===== src/rtl/fp_div_pkg.sv =====
// fp_div_pkg: shared types, constants and word-assembly helpers for the
// iterative floating-point divider (fp_div_iter) and its significand core.
//
// Contents:
//   state_t          handshake/sequencing states of the divider
//   FLAG_*           bit positions inside the 5-bit flags word
//                    {invalid, div_by_zero, overflow, underflow, inexact}
//   exp_all_ones()   test an exponent field (up to 11 bits) for all ones
//   canonical_qnan() {0, all-ones exponent, 1 followed by zeros}
//   pack_inf_zero()  signed infinity or signed zero
//
// The helpers take the field widths as arguments and return a 64-bit word
// (the widest legal format). Callers cast the result down to their width.
package fp_div_pkg;

  typedef enum logic [2:0] {
    IDLE,
    PREP,
    DIV,
    NORM,
    DONE
  } state_t;

  localparam int FLAGS_W      = 5;
  localparam int FLAG_INVALID = 4;
  localparam int FLAG_DBZ     = 3;
  localparam int FLAG_OVF     = 2;
  localparam int FLAG_UNF     = 1;
  localparam int FLAG_INEXACT = 0;

  // Only the low exp_w bits of e take part in the test.
  function automatic logic exp_all_ones(input logic [10:0] e, input int exp_w);
    logic ones;
    ones = 1'b1;
    for (int i = 0; i < 11; i++) begin
      if (i < exp_w && !e[i]) ones = 1'b0;
    end
    return ones;
  endfunction

  function automatic logic [63:0] canonical_qnan(input int exp_w, input int mant_w);
    logic [63:0] w;
    w = '0;
    for (int i = 0; i < 11; i++) begin
      if (i < exp_w) w = w | (64'd1 << (mant_w + i));
    end
    w = w | (64'd1 << (mant_w - 1));
    return w;
  endfunction

  // inf=1 gives +/-Inf, inf=0 gives +/-0.
  function automatic logic [63:0] pack_inf_zero(input logic sign, input logic inf,
                                                 input int exp_w, input int mant_w);
    logic [63:0] w;
    w = '0;
    if (inf) begin
      for (int i = 0; i < 11; i++) begin
        if (i < exp_w) w = w | (64'd1 << (mant_w + i));
      end
    end
    if (sign) w = w | (64'd1 << (exp_w + mant_w));
    return w;
  endfunction

endpackage


===== src/rtl/fp_div_mant_core.sv =====
// fp_div_mant_core: iterative radix-2 restoring significand divider.
//
// Divides two normalised significands {1, frac} (each MANT_W+1 bits, value in
// [1,2)) and produces MANT_W+4 quotient bits, MSB first, one per clock. The
// MSB is the integer bit of the ratio (so it is 0 when dividend < divisor).
//
// Ports:
//   clk, reset      clock, synchronous active-high reset
//   start           load operands and begin (ignored handshake-wise while busy)
//   dividend        {1, frac_a}
//   divisor         {1, frac_b}
//   busy            iteration in progress
//   done            high during the cycle that produces the final quotient bit
//   quotient        quotient register (complete once busy has fallen)
//   sticky          final partial remainder is non-zero
module fp_div_mant_core
  import fp_div_pkg::*;
#(
  parameter int MANT_W = 23
) (
  input  logic              clk,
  input  logic              reset,
  input  logic              start,
  input  logic [MANT_W:0]   dividend,
  input  logic [MANT_W:0]   divisor,
  output logic              busy,
  output logic              done,
  output logic [MANT_W+3:0] quotient,
  output logic              sticky
);

  localparam int N     = MANT_W + 4;
  localparam int CNT_W = $clog2(N);
  // The partial remainder is always below twice the divisor.
  localparam int REM_W = MANT_W + 2;

  logic [REM_W-1:0] rem_reg;
  logic [MANT_W:0]  div_reg;
  logic [CNT_W-1:0] count_reg;
  logic             busy_reg;
  logic [N-1:0]     quo_reg;

  logic [REM_W:0]   diff;
  logic             q_bit;
  logic [REM_W-1:0] rem_next;
  logic             unused_rem_msb;

  always_comb begin
    diff     = {1'b0, rem_reg} - {2'b00, div_reg};
    q_bit    = ~diff[REM_W];
    rem_next = q_bit ? diff[REM_W-1:0] : rem_reg;
  end

  // After the restore step the remainder is below the divisor, so its top
  // bit is always zero and the left shift cannot lose information.
  assign unused_rem_msb = rem_next[REM_W-1];

  always_ff @(posedge clk) begin
    if (reset) begin
      rem_reg   <= '0;
      div_reg   <= '0;
      count_reg <= '0;
      busy_reg  <= 1'b0;
      quo_reg   <= '0;
    end else if (start) begin
      rem_reg   <= {1'b0, dividend};
      div_reg   <= divisor;
      count_reg <= CNT_W'(N - 1);
      busy_reg  <= 1'b1;
      quo_reg   <= '0;
    end else if (busy_reg) begin
      quo_reg   <= {quo_reg[N-2:0], q_bit};
      rem_reg   <= {rem_next[REM_W-2:0], 1'b0};
      count_reg <= count_reg - 1'b1;
      if (count_reg == '0) busy_reg <= 1'b0;
    end
  end

  assign busy     = busy_reg;
  assign done     = busy_reg && (count_reg == '0);
  assign quotient = quo_reg;
  assign sticky   = (rem_reg != '0);

endmodule


===== src/rtl/fp_div_iter.sv =====
// fp_div_iter: parametrised IEEE-754-style floating-point divider with an
// iterative (one quotient bit per clock) restoring significand core.
//
// Ports (W = 1+EXP_W+MANT_W):
//   clk        rising-edge clock
//   reset      synchronous, active-high
//   in_valid   operands a/b present
//   in_ready   divider can accept operands (IDLE only)
//   a, b       dividend / divisor {sign, exp, frac}
//   out_valid  result/flags valid (held until out_ready)
//   out_ready  consumer accepts result
//   result     quotient a/b
//   flags      {invalid, div_by_zero, overflow, underflow, inexact}
//
// Sequence: IDLE -> PREP -> DIV (MANT_W+4 cycles) -> NORM -> DONE -> IDLE;
// special operands go PREP -> DONE directly. Inputs with a zero exponent are
// treated as signed zero and no subnormal is ever produced.
//
// Build option: define FP_DIV_ITER_RNE_EN for round-to-nearest-even;
// otherwise results are truncated toward zero (guard/round/sticky then only
// feed the inexact flag).
module fp_div_iter
  import fp_div_pkg::*;
#(
  parameter int EXP_W  = 8,
  parameter int MANT_W = 23,
  parameter int BIAS   = 2**(EXP_W-1) - 1
) (
  input  logic                    clk,
  input  logic                    reset,
  input  logic                    in_valid,
  output logic                    in_ready,
  input  logic [EXP_W+MANT_W:0]   a,
  input  logic [EXP_W+MANT_W:0]   b,
  output logic                    out_valid,
  input  logic                    out_ready,
  output logic [EXP_W+MANT_W:0]   result,
  output logic [FLAGS_W-1:0]      flags
);

  localparam int W     = 1 + EXP_W + MANT_W;
  localparam int N     = MANT_W + 4;
  localparam int EW2   = EXP_W + 2;
  localparam int SIG_W = MANT_W + 1;

  localparam logic signed [EW2-1:0] EXP_MAX = EW2'((1 << EXP_W) - 1);
  localparam logic signed [EW2-1:0] ONE_S   = EW2'(1);

  state_t                 state_reg;
  logic [W-1:0]           a_reg;
  logic [W-1:0]           b_reg;
  logic                   sign_reg;
  logic signed [EW2-1:0]  exp_reg;
  logic [W-1:0]           result_reg;
  logic [FLAGS_W-1:0]     flags_reg;
  logic                   in_ready_reg;
  logic                   out_valid_reg;

  // ---------------------------------------------------------------------
  // Operand classification (evaluated from the latched operands in PREP)
  // ---------------------------------------------------------------------
  logic [EXP_W-1:0]  ea, eb;
  logic [MANT_W-1:0] fa, fb;
  logic              zero_a, zero_b, inf_a, inf_b, nan_a, nan_b;
  logic              sign_prep;
  logic signed [EW2-1:0] exp_prep;

  always_comb begin
    ea        = a_reg[MANT_W +: EXP_W];
    eb        = b_reg[MANT_W +: EXP_W];
    fa        = a_reg[MANT_W-1:0];
    fb        = b_reg[MANT_W-1:0];
    zero_a    = (ea == '0);
    zero_b    = (eb == '0);
    inf_a     = exp_all_ones(11'(ea), EXP_W) && (fa == '0);
    inf_b     = exp_all_ones(11'(eb), EXP_W) && (fb == '0);
    nan_a     = exp_all_ones(11'(ea), EXP_W) && (fa != '0);
    nan_b     = exp_all_ones(11'(eb), EXP_W) && (fb != '0);
    sign_prep = a_reg[W-1] ^ b_reg[W-1];
    // Modular arithmetic in EW2 bits yields the two's-complement value.
    exp_prep  = EW2'({2'b00, ea} - {2'b00, eb} + EW2'(BIAS));
  end

  logic               special;
  logic [W-1:0]       special_result;
  logic [FLAGS_W-1:0] special_flags;

  // Priority order matters: NaN/invalid first, then Inf dividend, then the
  // zero divisor, then the results that collapse to zero.
  always_comb begin
    special        = 1'b1;
    special_result = '0;
    special_flags  = '0;
    if (nan_a || nan_b || (zero_a && zero_b) || (inf_a && inf_b)) begin
      special_result              = W'(canonical_qnan(EXP_W, MANT_W));
      special_flags[FLAG_INVALID] = 1'b1;
    end else if (inf_a) begin
      special_result = W'(pack_inf_zero(sign_prep, 1'b1, EXP_W, MANT_W));
    end else if (zero_b) begin
      special_result          = W'(pack_inf_zero(sign_prep, 1'b1, EXP_W, MANT_W));
      special_flags[FLAG_DBZ] = 1'b1;
    end else if (inf_b || zero_a) begin
      special_result = W'(pack_inf_zero(sign_prep, 1'b0, EXP_W, MANT_W));
    end else begin
      special = 1'b0;
    end
  end

  // ---------------------------------------------------------------------
  // Significand core
  // ---------------------------------------------------------------------
  logic         core_start;
  logic         core_busy;
  logic         core_done;
  logic [N-1:0] core_quo;
  logic         core_sticky;

  assign core_start = (state_reg == PREP) && !special;

  fp_div_mant_core #(
    .MANT_W (MANT_W)
  ) u_core (
    .clk      (clk),
    .reset    (reset),
    .start    (core_start),
    .dividend ({1'b1, fa}),
    .divisor  ({1'b1, fb}),
    .busy     (core_busy),
    .done     (core_done),
    .quotient (core_quo),
    .sticky   (core_sticky)
  );

  // ---------------------------------------------------------------------
  // Normalise, round, range-check and pack
  // ---------------------------------------------------------------------
  logic [N-1:0]          q_norm;
  logic signed [EW2-1:0] exp_norm;
  logic signed [EW2-1:0] exp_rnd;
  logic [MANT_W-1:0]     frac_rnd;
  logic                  g_bit, r_bit, s_bit;
  logic [W-1:0]          norm_result;
  logic [FLAGS_W-1:0]    norm_flags;

  // A zero quotient MSB means the significand ratio was below 1: one left
  // shift restores the leading 1 and costs one exponent step. The bit shifted
  // in is zero, so sticky then depends only on the remainder.
  always_comb begin
    q_norm   = core_quo[N-1] ? core_quo : {core_quo[N-2:0], 1'b0};
    exp_norm = core_quo[N-1] ? exp_reg : (exp_reg - ONE_S);
    g_bit    = q_norm[2];
    r_bit    = q_norm[1];
    s_bit    = q_norm[0] | core_sticky;
  end

`ifdef FP_DIV_ITER_RNE_EN
  logic [SIG_W-1:0] mant;
  logic             round_up;
  logic [SIG_W:0]   mant_sum;
  logic [1:0]       unused_bits;

  always_comb begin
    mant     = q_norm[N-1 -: SIG_W];
    round_up = g_bit & (r_bit | s_bit | mant[0]);
    mant_sum = {1'b0, mant} + {{SIG_W{1'b0}}, round_up};
    // Carry out means the significand rounded up to 2.0: renormalise to
    // 1.000... and bump the exponent.
    if (mant_sum[SIG_W]) begin
      frac_rnd = '0;
      exp_rnd  = exp_norm + ONE_S;
    end else begin
      frac_rnd = mant_sum[MANT_W-1:0];
      exp_rnd  = exp_norm;
    end
  end

  assign unused_bits = {core_busy, mant_sum[MANT_W]};
`else
  logic [1:0] unused_bits;

  always_comb begin
    frac_rnd = q_norm[N-2 -: MANT_W];
    exp_rnd  = exp_norm;
  end

  assign unused_bits = {core_busy, q_norm[N-1]};
`endif

  always_comb begin
    norm_flags               = '0;
    norm_flags[FLAG_INEXACT] = g_bit | r_bit | s_bit;
    norm_result              = {sign_reg, exp_rnd[EXP_W-1:0], frac_rnd};
    if (exp_rnd >= EXP_MAX) begin
      norm_result              = W'(pack_inf_zero(sign_reg, 1'b1, EXP_W, MANT_W));
      norm_flags[FLAG_OVF]     = 1'b1;
      norm_flags[FLAG_INEXACT] = 1'b1;
    end else if (exp_rnd <= 0) begin
      norm_result              = W'(pack_inf_zero(sign_reg, 1'b0, EXP_W, MANT_W));
      norm_flags[FLAG_UNF]     = 1'b1;
      norm_flags[FLAG_INEXACT] = 1'b1;
    end
  end

  // ---------------------------------------------------------------------
  // Handshake FSM with registered outputs
  // ---------------------------------------------------------------------
  always_ff @(posedge clk) begin
    if (reset) begin
      state_reg     <= IDLE;
      a_reg         <= '0;
      b_reg         <= '0;
      sign_reg      <= 1'b0;
      exp_reg       <= '0;
      result_reg    <= '0;
      flags_reg     <= '0;
      in_ready_reg  <= 1'b0;
      out_valid_reg <= 1'b0;
    end else begin
      case (state_reg)
        IDLE: begin
          in_ready_reg <= 1'b1;
          if (in_valid && in_ready_reg) begin
            a_reg        <= a;
            b_reg        <= b;
            flags_reg    <= '0;
            in_ready_reg <= 1'b0;
            state_reg    <= PREP;
          end
        end
        PREP: begin
          sign_reg <= sign_prep;
          exp_reg  <= exp_prep;
          if (special) begin
            result_reg    <= special_result;
            flags_reg     <= special_flags;
            out_valid_reg <= 1'b1;
            state_reg     <= DONE;
          end else begin
            state_reg <= DIV;
          end
        end
        DIV: begin
          if (core_done) state_reg <= NORM;
        end
        NORM: begin
          result_reg    <= norm_result;
          flags_reg     <= norm_flags;
          out_valid_reg <= 1'b1;
          state_reg     <= DONE;
        end
        DONE: begin
          if (out_ready) begin
            out_valid_reg <= 1'b0;
            in_ready_reg  <= 1'b1;
            state_reg     <= IDLE;
          end
        end
        default: begin
          state_reg <= IDLE;
        end
      endcase
    end
  end

  assign in_ready  = in_ready_reg;
  assign out_valid = out_valid_reg;
  assign result    = result_reg;
  assign flags     = flags_reg;

endmodule

===== config.mk =====
export PLATFORM = sky130hd
export DESIGN_NAME = fp_div_iter
export DESIGN_NICKNAME = d
export VERILOG_FILES = /design/src/rtl/fp_div_pkg.sv /design/src/rtl/fp_div_mant_core.sv /design/src/rtl/fp_div_iter.sv
export SDC_FILE = /design/constraint.sdc
export NUM_CORES = 1
export LEC_CHECK = 0
export BUFFER_PORTS_ARGS = -buffer_cell sky130_fd_sc_hd__buf_2
export CAP_MARGIN = 20
export CORE_MARGIN = 4
export CORE_UTILIZATION = 40
export CTS_BUF_LIST = sky130_fd_sc_hd__clkbuf_8
export CTS_CLUSTER_DIAMETER = 100
export DETAILED_ROUTE_END_ITERATION = 10
export GPL_ROUTABILITY_DRIVEN = 0
export SYNTH_ARGS = -nofsm -noshare
export SYNTH_HDL_FRONTEND = slang
export SYNTH_SLANG_ARGS = --single-unit

===== constraint.sdc =====
create_clock -name clk -period 3.7 [get_ports clk]
set_input_delay 0 -clock clk [delete_from_list [all_inputs] [get_ports clk]]
set_output_delay 0 -clock clk [all_outputs]
set_load 0.02 [all_outputs]

==> results of run 1 <==
path summary, 6_finish.rpt:
kind	to	slack [ps]	depth (start not counted)
worst max-delay path	u_core.rem_reg[19]$_SDFFE_PP0P_	430	11
worst min-delay path	state_reg[0]$_SDFFE_PP0P_	40	5
worst max register to register	u_core.rem_reg[19]$_SDFFE_PP0P_	430	11
worst min register to register	u_core.div_reg[13]$_SDFFE_PP0P_	460	2
metal layers:
metal / global-route usage (%) / up-vias / wire (µm)
li1: - / 4805 / -
met1: 26.34 / 4395 / 13040
met2: 32.26 / 240 / 12850
met3: 2.826 / 60 / 1256
met4: 7.057 / 0 / 828
met5: 0 / - / 0
worst register-to-register path, delay by kind of cell (launching register included):
kind                     cells  cell delay, ps
AO/OA/AOI/OAI                4             800
buffers and inverters        2             240
flip-flops                   1             400
AND/OR/NAND/NOR              4            1490
adder cells (fa/ha/maj)      1             280
report_power, final:
part           internal, mW  total [mW]  switching (mW)  leakage (nW)
logic                 0.465        1.11           0.642          2.77
registers              2.21        2.28          0.0720          1.61
clock network         0.536        1.48           0.949         0.213
cell usage after synthesis (all sizes together) (11+ instances only):
cell	n	area [µm²]
a211oi	13	97.59
a21oi	151	759.5
a22oi	29	317.8
buf	11	68.81
clkbuf	75	281.5
dfxtp	199	3984
ha	36	450.4
inv	46	172.7
mux2	23	259.0
mux2i	31	310.3
nand2	227	852.1
nand2b	20	125.1
nand3	22	110.1
nand4	19	118.9
nor2	112	420.4
nor2b	11	71.32
nor3	31	155.2
nor4	30	193.9
o21ai	38	190.2
or3	14	87.58
xnor2	25	219.0
xor2	13	113.9
repair_timing:
action                                 in CTS  in global routing
endpoints found under the hold margin      89                  0
hold buffers                               68                  0
resized for setup                           0                  0
layout make-up:
| class | instances | area, µm² | share of cell area, % |
|---|---|---|---|
| Inverter | 47 | 176.4 | 1.439 |
| Tap cell | 330 | 412.9 | 3.368 |
| Timing Repair Buffer | 198 | 1406 | 11.47 |
| Multi-Input combinational cell | 962 | 5847 | 47.70 |
| Sequential cell | 199 | 3985 | 32.51 |
| Clock buffer | 17 | 234.0 | 1.909 |
| Clock inverter | 15 | 196.4 | 1.603 |
cell usage in the layout (no fill, tap or decap), types with 4 or more instances in the layout:
master,n
nand2_1,227
dfxtp_1,198
a21oi_1,150
nor2_1,110
buf_2,105
dlygate4sd3_1,68
inv_1,46
o21ai_0,38
ha_1,36
nor3_1,31
mux2i_1,31
nor4_1,28
xnor2_1,25
buf_4,24
mux2_2,23
nand3_1,22
nand2b_1,20
a22oi_2,20
nand4_1,19
clkbuf_8,17
or3_1,14
xor2_1,13
a211oi_1,13
nor2b_1,10
a22oi_1,9
o21a_1,9
and3_1,9
and2_1,8
o31ai_1,8
o211ai_1,8
a31oi_1,5
clkinv_8,5
nor4b_1,4
nor3b_1,4
a21o_1,4
a311oi_1,4
cell families (layout without fill, tap and decap cells):
family / count (synthesis) / count (layout) / synth area share (%)
adder cells (fa/ha/maj): 38 / 38 / 4.743
AO/OA/AOI/OAI: 309 / 309 / 19.68
AND/OR/NAND/NOR: 523 / 523 / 23.23
multiplexers: 54 / 54 / 5.506
XOR/XNOR: 38 / 38 / 3.219
buffers and inverters: 133 / 277 / 5.094
flip-flops: 199 / 199 / 38.53
metrics by stage:
stage	instance area (µm²)	instances
6_report	12260	1768
5_1_grt	12260	1768
4_1_cts	12260	1768
3_5_place_dp	11150	1668
3_3_place_gp	11150	1668
2_1_floorplan	10340	1294
==> reports/metrics.csv, run 1 <==
metric;value;unit
status;finished, final reports clean;
crit path launch type;flip-flop;
synth-to-layout area growth;18.55;%
Pre-Repair DR Iteration Count;5;
Hold Crit Start;in_valid;
average wire per cell in the routed design;15.82;µm
worst skew pair latency;490;ps
worst-case vdd ir drop;0.0002509;V
H-tree level count;4;
largest net degree at the start of global routing;68;
initial antenna violation count;0;
worst-margin pin slew;861.2;ps
cell repeated most along the worst path;or4b_1;
worst setup path startpoint;u_core.div_reg[1]$_SDFFE_PP0P_;
vias in the first global route;9104;
layout cells sized above 1;15.51;%
Congestion Overflow GR;0;
CTS Sinks;199;
reg-to-reg startpoint;u_core.div_reg[1]$_SDFFE_PP0P_;
Leak;4.596;nW
Async SR Flop Fraction;0;%
Post-synth EDFFs;0;
Distinct cells, synth;71;
vias per cell;5.373;
Top delay family on crit path;simple AND/OR/NAND/NOR gates;
Initial Utilization;40.83;%
total power;4.874;mW
slowest cell delay on critical path;630;ps
cell count after synthesis;1294;
CTS tree;done;
CP max FO;13;
GRT Overall Usage;19.62;%
first-pass GRT wire length;46.26;mm
Final setup viols;0;
CP endpoint kind;flip-flop;
Arr. time, crit path;3680;ps
Core ar.;25330;µm²
Primary FF master, synth;dfxtp_1;
Row Count;58;
slowest CP cell;or4b_1;
Synth Net Count;1400;
final clock skew;17.97;ps
synthesis-stage register bit count;199;
RSZ-0062 raised after global routing;false;
PortBufs;106;
DR iter-0 viols;577;
Die ar.;28490;µm²
Vias;9500;
CP Class;flip-flop to flip-flop;
worst min-delay path category;input port to flip-flop;
Die Wd;168.8;µm
max-slew violations;0;
DRC Markers;0;
Setup WS post-layout;431.5;ps
Slew headroom;42.11;%
sequential fraction of the synthesis area;38.53;%
final core area utilization;48.40;%
final antenna-violating net count;0;
postcts setup bufs;0;
Max-Cap Viols;0;
final setup TNS;0;ps
CP required;4110;ps
TritonCTS Buffers;17;
Layout fillers;2470;
IO Pins;107;
# diodes;0;
WL final;27.97;mm
pwr/cell area;397.6;nW/µm²
Clock Tree Buf Depth;2;
CTS clk-pin slew, worst paths;110;ps
crit-path cells;inv_1 > ha_1 > nor2b_1 > o31a_1 > a21oi_2 > a2111oi_0 > or4b_1 > and2_1 > buf_4 > or4b_1 > o221ai_1;
Layout Nets;1531;
Final min period;3269;ps
achievable clock frequency;305.9;MHz
clock root buffer;clkbuf_8;
Final Cycle Share;88.34;%
Die Y;168.8;µm
synthesized area per cell;7.991;µm²
Synth warnings;0;
Post-Synthesis Cell Area;10340;µm²
Hold Vio Cnt, Final;0;
Bufs and invs on worst path;2;
Worst Hold Slack;38.79;ps
pre-CTS setup slack;470.3;ps
dpl hpwl;19.77;mm
Note: power is estimated with default switching activity, not from simulation.
==> run 2: changes to the inputs <==
Settings changed: SYNTH_HIERARCHICAL from default to 1.
==> run 2 against run 1 <==
Net effect: global-route usage is 0.43 points lower; highest routed layer unchanged; critical endpoint is now u_core/rem_reg[22]$_SDFFE_PP0P_; final cell count shrank 3.3%; largest cell class unchanged; fmax grew 11%; combinational power hardly changed.
==> reports/metrics.csv, run 2 <==
metric;value;unit;change
WL final;27.18;mm;-2.8%
Die Y;168.1;µm;-0.43%
clock root buffer;clkbuf_8;;
initial antenna violation count;0;;unchanged
Resize count post-CTS;0;;unchanged
pwr/cell area;400.4;nW/µm²;+0.71%
average wire per cell in the routed design;15.90;µm;+0.52%
clock share of power;29.2;%;-1.3 points
worst reg-to-reg path cell count;9;;-2
top cells by area, synth;dfxtp_1 (39%), mux2i_1 (7.8%), nand2_1 (7.6%);;
dpl hpwl;19.24;mm;-2.7%
Hold Path End;b_reg[20]$_SDFFE_PP0P_;;
Row Count;58;;unchanged
Worst Hold Slack;316.5;ps;+277.8 ps
achievable clock frequency;338.6;MHz;+11%
Vias;9102;;-4.2%
# diodes;0;;unchanged
Async SR Flop Fraction;0;%;unchanged
Die ar.;28240;µm²;-0.86%
vias in the first global route;8673;;-4.7%
worst-margin pin slew;842.7;ps;-18.55 ps
crit-path cells;nor4_1 > nand2_1 > nor4bb_1 > and2_2 > buf_4 > inv_1 > nand2_1 > o22ai_1 > a311oi_1;;
sequential fraction of the synthesis area;38.88;%;+0.35 points
IO Pins;107;;unchanged
synth-to-layout area growth;17.75;%;
worst skew pair latency;460;ps;-30 ps
GRT Overall Usage;19.19;%;-0.43 points
layout cells sized above 1;14.94;%;-0.57 points
final antenna-violating net count;0;;unchanged
worst setup path startpoint;a_reg[24]$_SDFFE_PP0P_;;
Initial Utilization;40.69;%;-0.13 points
Top delay family on crit path;simple AND/OR/NAND/NOR gates;;
CP required;4050;ps;-60 ps
CTS Sinks;199;;unchanged
vias per cell;5.326;;-0.88%
worst-case vdd ir drop;0.0002231;V;-11%
hold_buf cts;67;;-1.5%
reg-to-reg startpoint;a_reg[24]$_SDFFE_PP0P_;;
largest net degree at the start of global routing;75;;+10%
RSZ-0062 raised after global routing;false;;
top-area cell type share of the netlist area;38.88;%;+0.35 points
most frequent cell after synthesis;nand2_1;;
Post-synth EDFFs;0;;unchanged
R2R Setup Slk;750;ps;+320 ps
CP max FO;25;;+12
slowest CP cell;nor4bb_1;;
Clock Tree Buf Depth;2;;unchanged
H-tree level count;4;;unchanged
first-pass GRT wire length;45.20;mm;-2.3%
Synth top cells by count;nand2_1 (207), dfxtp_1 (199), nor2_1 (114);;
Final min period;2953;ps;-315.1 ps
Distinct cells, synth;84;;+18%
CP endpoint kind;flip-flop;;
Congestion Overflow GR;0;;unchanged
Pre-Repair DR Iteration Count;5;;unchanged
P_int;3.261;mW;+1.5%
DR iter-0 viols;564;;-2.3%
Worst Hold Depth;4;;-1
Layout fillers;2454;;-0.65%
worst min-delay path category;input port to flip-flop;;
Final Cycle Share;79.82;%;-8.5 points
Core ar.;25180;µm²;-0.57%
Die Wd;168.1;µm;-0.43%
Layout Nets;1473;;-3.8%
Bufs and invs on worst path;2;;unchanged
Combinational Power Share;23.6;%;+0.9 points
NetSw;1.571;mW;-5.5%
CP Class;flip-flop to flip-flop;;
final setup TNS;0;ps;unchanged
max-slew violations;0;;unchanged
slowest cell delay on critical path;520;ps;-110 ps
Net Sw Frac;32.52;%;-1.6 points
most common cell after layout, fill and taps aside;nand2_1;;
Arr. time, crit path;3310;ps;-370 ps
Primary FF master, synth;dfxtp_1;;
total power;4.832;mW;-0.87%
final clock skew;16.53;ps;-1.445 ps
postcts setup bufs;0;;unchanged
Final setup viols;0;;unchanged
cell repeated most along the worst path;nand2_1;;
crit path launch type;flip-flop;;
synthesized area per cell;8.311;µm²;+4.0%
status;finished, final reports clean;;
Hold Crit Start;b[20];;
Leak;4.627;nW;+0.67%
CTS clk-pin slew, worst paths;110;ps;about the same
Post-Synthesis Cell Area;10250;µm²;-0.90%
cell count after synthesis;1233;;-4.7%
PortBufs;106;;unchanged
DRC Markers;0;;unchanged
power share of the sequential group;47.2;%;+0.4 points
largest area contributor in the netlist;dfxtp_1;;
CTS tree;done;;
synthesis-stage register bit count;199;;unchanged
Slew headroom;43.61;%;+1.5 points
Synth warnings;6;;+6
most frequent cells in the layout;nand2_1 (207), dfxtp_1 (197), nor2_1 (113);;
Hold Vio Cnt, Final;0;;unchanged
Max-Cap Viols;0;;unchanged
FF-to-FF End;u_core/rem_reg[22]$_SDFFE_PP0P_;;
TritonCTS Buffers;17;;unchanged
-- run 2: cell types whose count changed after synthesis, moves of 8 or more --
| cell | previous run | this run |
|---|---|---|
| mux2i_1 | 31 | 80 |
| a21oi_1 | 150 | 103 |
| clkbuf_1 | 75 | 53 |
| mux2_2 | 23 | 1 |
| a22oi_2 | 20 | 0 |
| nand2_1 | 227 | 207 |
| o21ai_2 | 0 | 20 |
| o22ai_1 | 0 | 17 |
| nand2b_1 | 20 | 8 |
| nand3_1 | 22 | 12 |
| xor2_1 | 13 | 23 |
| nand4_1 | 19 | 11 |
| o21ai_0 | 38 | 30 |
-- run 2: through the flow --
step                      cells  worst slack (ps)  instance area, µm²  utilization, %
after detailed placement   1609             793.8               10980           43.59
after global routing       1709             457.5               12070           47.92
final                      1709             746.5               12070           47.92
after global placement     1608             905.9               10960           43.51
after floorplan            1234             997.8               10250               -
after CTS                  1707             760.6               12040           47.83
-- run 2: routing by layer --
metal	track usage (%)	vias up	wire length (µm)
met5	0	-	0
met4	4.552	0	411
met3	3.076	30	1301
met2	31.04	217	12690
met1	26.98	4242	12780
li1	-	4613	-
-- run 2: area by class of cell --
cell class,count,area [µm²],area share (%)
clock buffer,19,261.5,2.167
clock inverter,12,136.4,1.130
inverter,52,195.2,1.618
multi-input combinational,911,5753,47.68
sequential,199,3986,33.04
tap,330,412.9,3.422
timing repair buffer,186,1321,10.95
-- run 2: worst max-delay path by stage --
stage,slack (ps),cells past startpoint,endpoint
2_1_floorplan,1000,12,result[10]$_SDFFE_PP0P_
6_report,750,9,u_core/rem_reg[22]$_SDFFE_PP0P_
3_3_place_gp,910,9,result[0]$_SDFFE_PP0P_
3_5_place_dp,790,9,result[1]$_SDFFE_PP0P_
4_1_cts,760,9,u_core/rem_reg[22]$_SDFFE_PP0P_
5_1_grt,460,9,u_core/rem_reg[16]$_SDFFE_PP0P_
-- run 2: kinds of logic after synthesis --
family | after synthesis | synth area share, %
compound gates | 281 | 18.55
xor+xnor | 47 | 4.017
fa+ha+maj | 38 | 4.786
buf+inv | 124 | 5.116
flops | 199 | 38.88
mux | 81 | 7.924
other cells | 1 | 0.03659
simple gates | 462 | 20.70
-- run 2: power groups by stage --
stage	combinational, mW	sequential (mW)	clock (mW)
2_1_floorplan	0.840	2.31	0
3_3_place_gp	1.06	2.33	0
3_5_place_dp	1.07	2.33	0
4_1_cts	1.13	2.28	1.45
5_1_grt	1.26	2.29	1.54
6_report	1.14	2.28	1.41
-- run 2: tightest hold or removal path, delay by kind of cell --
family	cells	cell delay [ps]
compound gates	1	50
buf+inv	2	650
simple gates	1	50
==> run 3: changes to the inputs <==
Clock period 3.7 ns to 2.9 ns, I/O delays scaled along.
==> run 3 against run 2 <==
Net effect: clock skew grew 7.5 ps; global-route usage is 0.091 points lower; fmax rose by 7.3%; routed wire length up 1.9%; count of clock-buffer cells in the layout fell by 2; highest routed layer unchanged; sequential cell count stayed put; critical path type unchanged; clock power is 38% higher.
==> reports/metrics.csv, run 3 (synthesis results as in run 2) <==
metric;value;unit;change
crit-path cells;inv_1 > ha_1 > or4b_4 > nor4_2 > xnor2_1 > o41ai_2 > a22oi_1 > nor2_2 > or3_1;;
clock share of power;30.4;%;+1.2 points
CP Class;flip-flop to flip-flop;;
postcts setup bufs;0;;unchanged
status;finished, final reports clean;;
max-slew violations;0;;unchanged
crit path launch type;flip-flop;;
Max-Cap Viols;0;;unchanged
average wire per cell in the routed design;15.91;µm;about the same
most common cell after layout, fill and taps aside;nand2_1;;
Layout Nets;1504;;+2.1%
Top delay family on crit path;simple AND/OR/NAND/NOR gates;;
worst-margin pin slew;684.3;ps;-158.4 ps
Final setup viols;0;;unchanged
DRC Markers;0;;unchanged
final core area utilization;49.29;%;+1.4 points
vias in the first global route;8828;;+1.8%
CTS tree;done;;
NetSw;2.219;mW;+41%
Arr. time, crit path;3130;ps;-180 ps
largest net degree at the start of global routing;71;;-5.3%
Slew headroom;54.03;%;+10 points
Congestion Overflow GR;0;;unchanged
worst min-delay path category;input port to flip-flop;;
Bufs and invs on worst path;1;;-1
Combinational Power Share;24.0;%;+0.4 points
achievable clock frequency;363.2;MHz;+7.3%
final setup TNS;0;ps;unchanged
Net Sw Frac;34.79;%;+2.3 points
TritonCTS Buffers;17;;unchanged
P_int;4.159;mW;+28%
Core ar.;25180;µm²;unchanged
DR iter-0 viols;734;;+30%
area post-placement;11150;µm²;+1.6%
# diodes;0;;unchanged
slowest cell delay on critical path;550;ps;+30 ps
layout cells sized above 1;16.44;%;+1.5 points
Leak;4.830;nW;+4.4%
Die Wd;168.1;µm;unchanged
Initial Utilization;40.69;%;unchanged
dpl hpwl;19.14;mm;-0.53%
clock root buffer;clkbuf_8;;
Clock Tree Buf Depth;2;;unchanged
vias per cell;5.294;;-0.60%
H-tree level count;4;;unchanged
CTS Sinks;199;;unchanged
Final min period;2754;ps;-199.8 ps
initial antenna violation count;0;;unchanged
Hold Vio Cnt, Final;0;;unchanged
CP max FO;7;;-72%
CP required;3280;ps;-770 ps
GRT Overall Usage;19.10;%;-0.091 points
Die ar.;28240;µm²;unchanged
CP endpoint kind;flip-flop;;
Die Y;168.1;µm;unchanged
IO Pins;107;;unchanged
Pre-Repair DR Iteration Count;4;;-1
synth-to-layout area growth;21.12;%;
power share of the sequential group;45.6;%;-1.6 points
Final Cycle Share;94.95;%;+15 points
PortBufs;106;;unchanged
worst skew pair latency;500;ps;+40 ps
pwr/cell area;513.9;nW/µm²;+28%
RSZ-0062 raised after global routing;true;;
worst-case vdd ir drop;0.0002463;V;+10%
final instance area;12410;µm²;+2.9%
WL final;27.69;mm;+1.9%
slowest CP cell;or4b_4;;
final clock skew;24.04;ps;+7.513 ps
final antenna-violating net count;0;;unchanged
most frequent cells in the layout;nand2_1 (207), dfxtp_1 (196), nor2_1 (113);;
Worst Hold Slack;286.0;ps;-30.57 ps
CTS clk-pin slew, worst paths;130;ps;+20 ps
Vias;9217;;+1.3%
Row Count;58;;unchanged
first-pass GRT wire length;44.95;mm;-0.54%
## run 3: final timing paths
kind	startpoint	end	slack [ps]	cells past startpoint
max	exp_reg[1]$_SDFFE_PP0P_	result[23]$_SDFFE_PP0P_	150	9
min	out_ready	out_valid$_SDFFE_PP0P_	290	3
max reg2reg	exp_reg[1]$_SDFFE_PP0P_	result[23]$_SDFFE_PP0P_	150	9
min reg2reg	result[5]$_SDFFE_PP0P_	result[5]$_SDFFE_PP0P_	460	2
## run 3: layout make-up
type | instances | area, µm²
repair buffers | 216 | 1579
inverters | 52 | 195.2
clock inverters | 15 | 215.2
flip-flops and latches | 199 | 3988
fillers | 2425 | 12770
multi-input cells | 912 | 5788
well taps | 330 | 412.9
clock buffers | 17 | 234.0
## run 3: per-stage QoR
| step | setup WS, ps | power (mW) | std cells |
|---|---|---|---|
| finish | 146.4 | 6.378 | 1741 |
| global route | -93.17 | 6.684 | 1741 |
| CTS | 82.18 | 6.380 | 1740 |
| detailed placement | 138.0 | 4.370 | 1630 |
| global placement | 204.4 | 4.365 | 1630 |
| floorplan | 197.8 | 4.016 | 1234 |
## run 3: worst register-to-register path, stage by stage, from the launching register on
cell     delay (ps)
dfxtp_1         390
inv_1            80
ha_1            220
or4b_4          550
nor4_2          220
xnor2_1         180
o41ai_2         110
a22oi_1         400
nor2_2          130
or3_1           380
## run 3: repair_timing
action,CTS,global route
endpoints found under the hold margin,77,0
endpoints found under the setup margin,0,21
gates resized for setup,0,6
hold buffers,78,0
## run 3: power groups by stage
stage	logic (mW)	registers (mW)	clock network, mW
2_1_floorplan	1.07	2.94	0
3_3_place_gp	1.40	2.97	0
3_5_place_dp	1.40	2.97	0
4_1_cts	1.49	2.91	1.98
5_1_grt	1.67	2.92	2.09
6_report	1.53	2.91	1.94
## run 3: metal layers
layer  vias to the layer above  track usage [%]  wire (µm)
met1                      4310            26.67      13650
li1                       4670                -          -
met2                       195            30.57      12360
met3                        42            2.724       1034
met4                         0            6.140        648
met5                         -                0          0
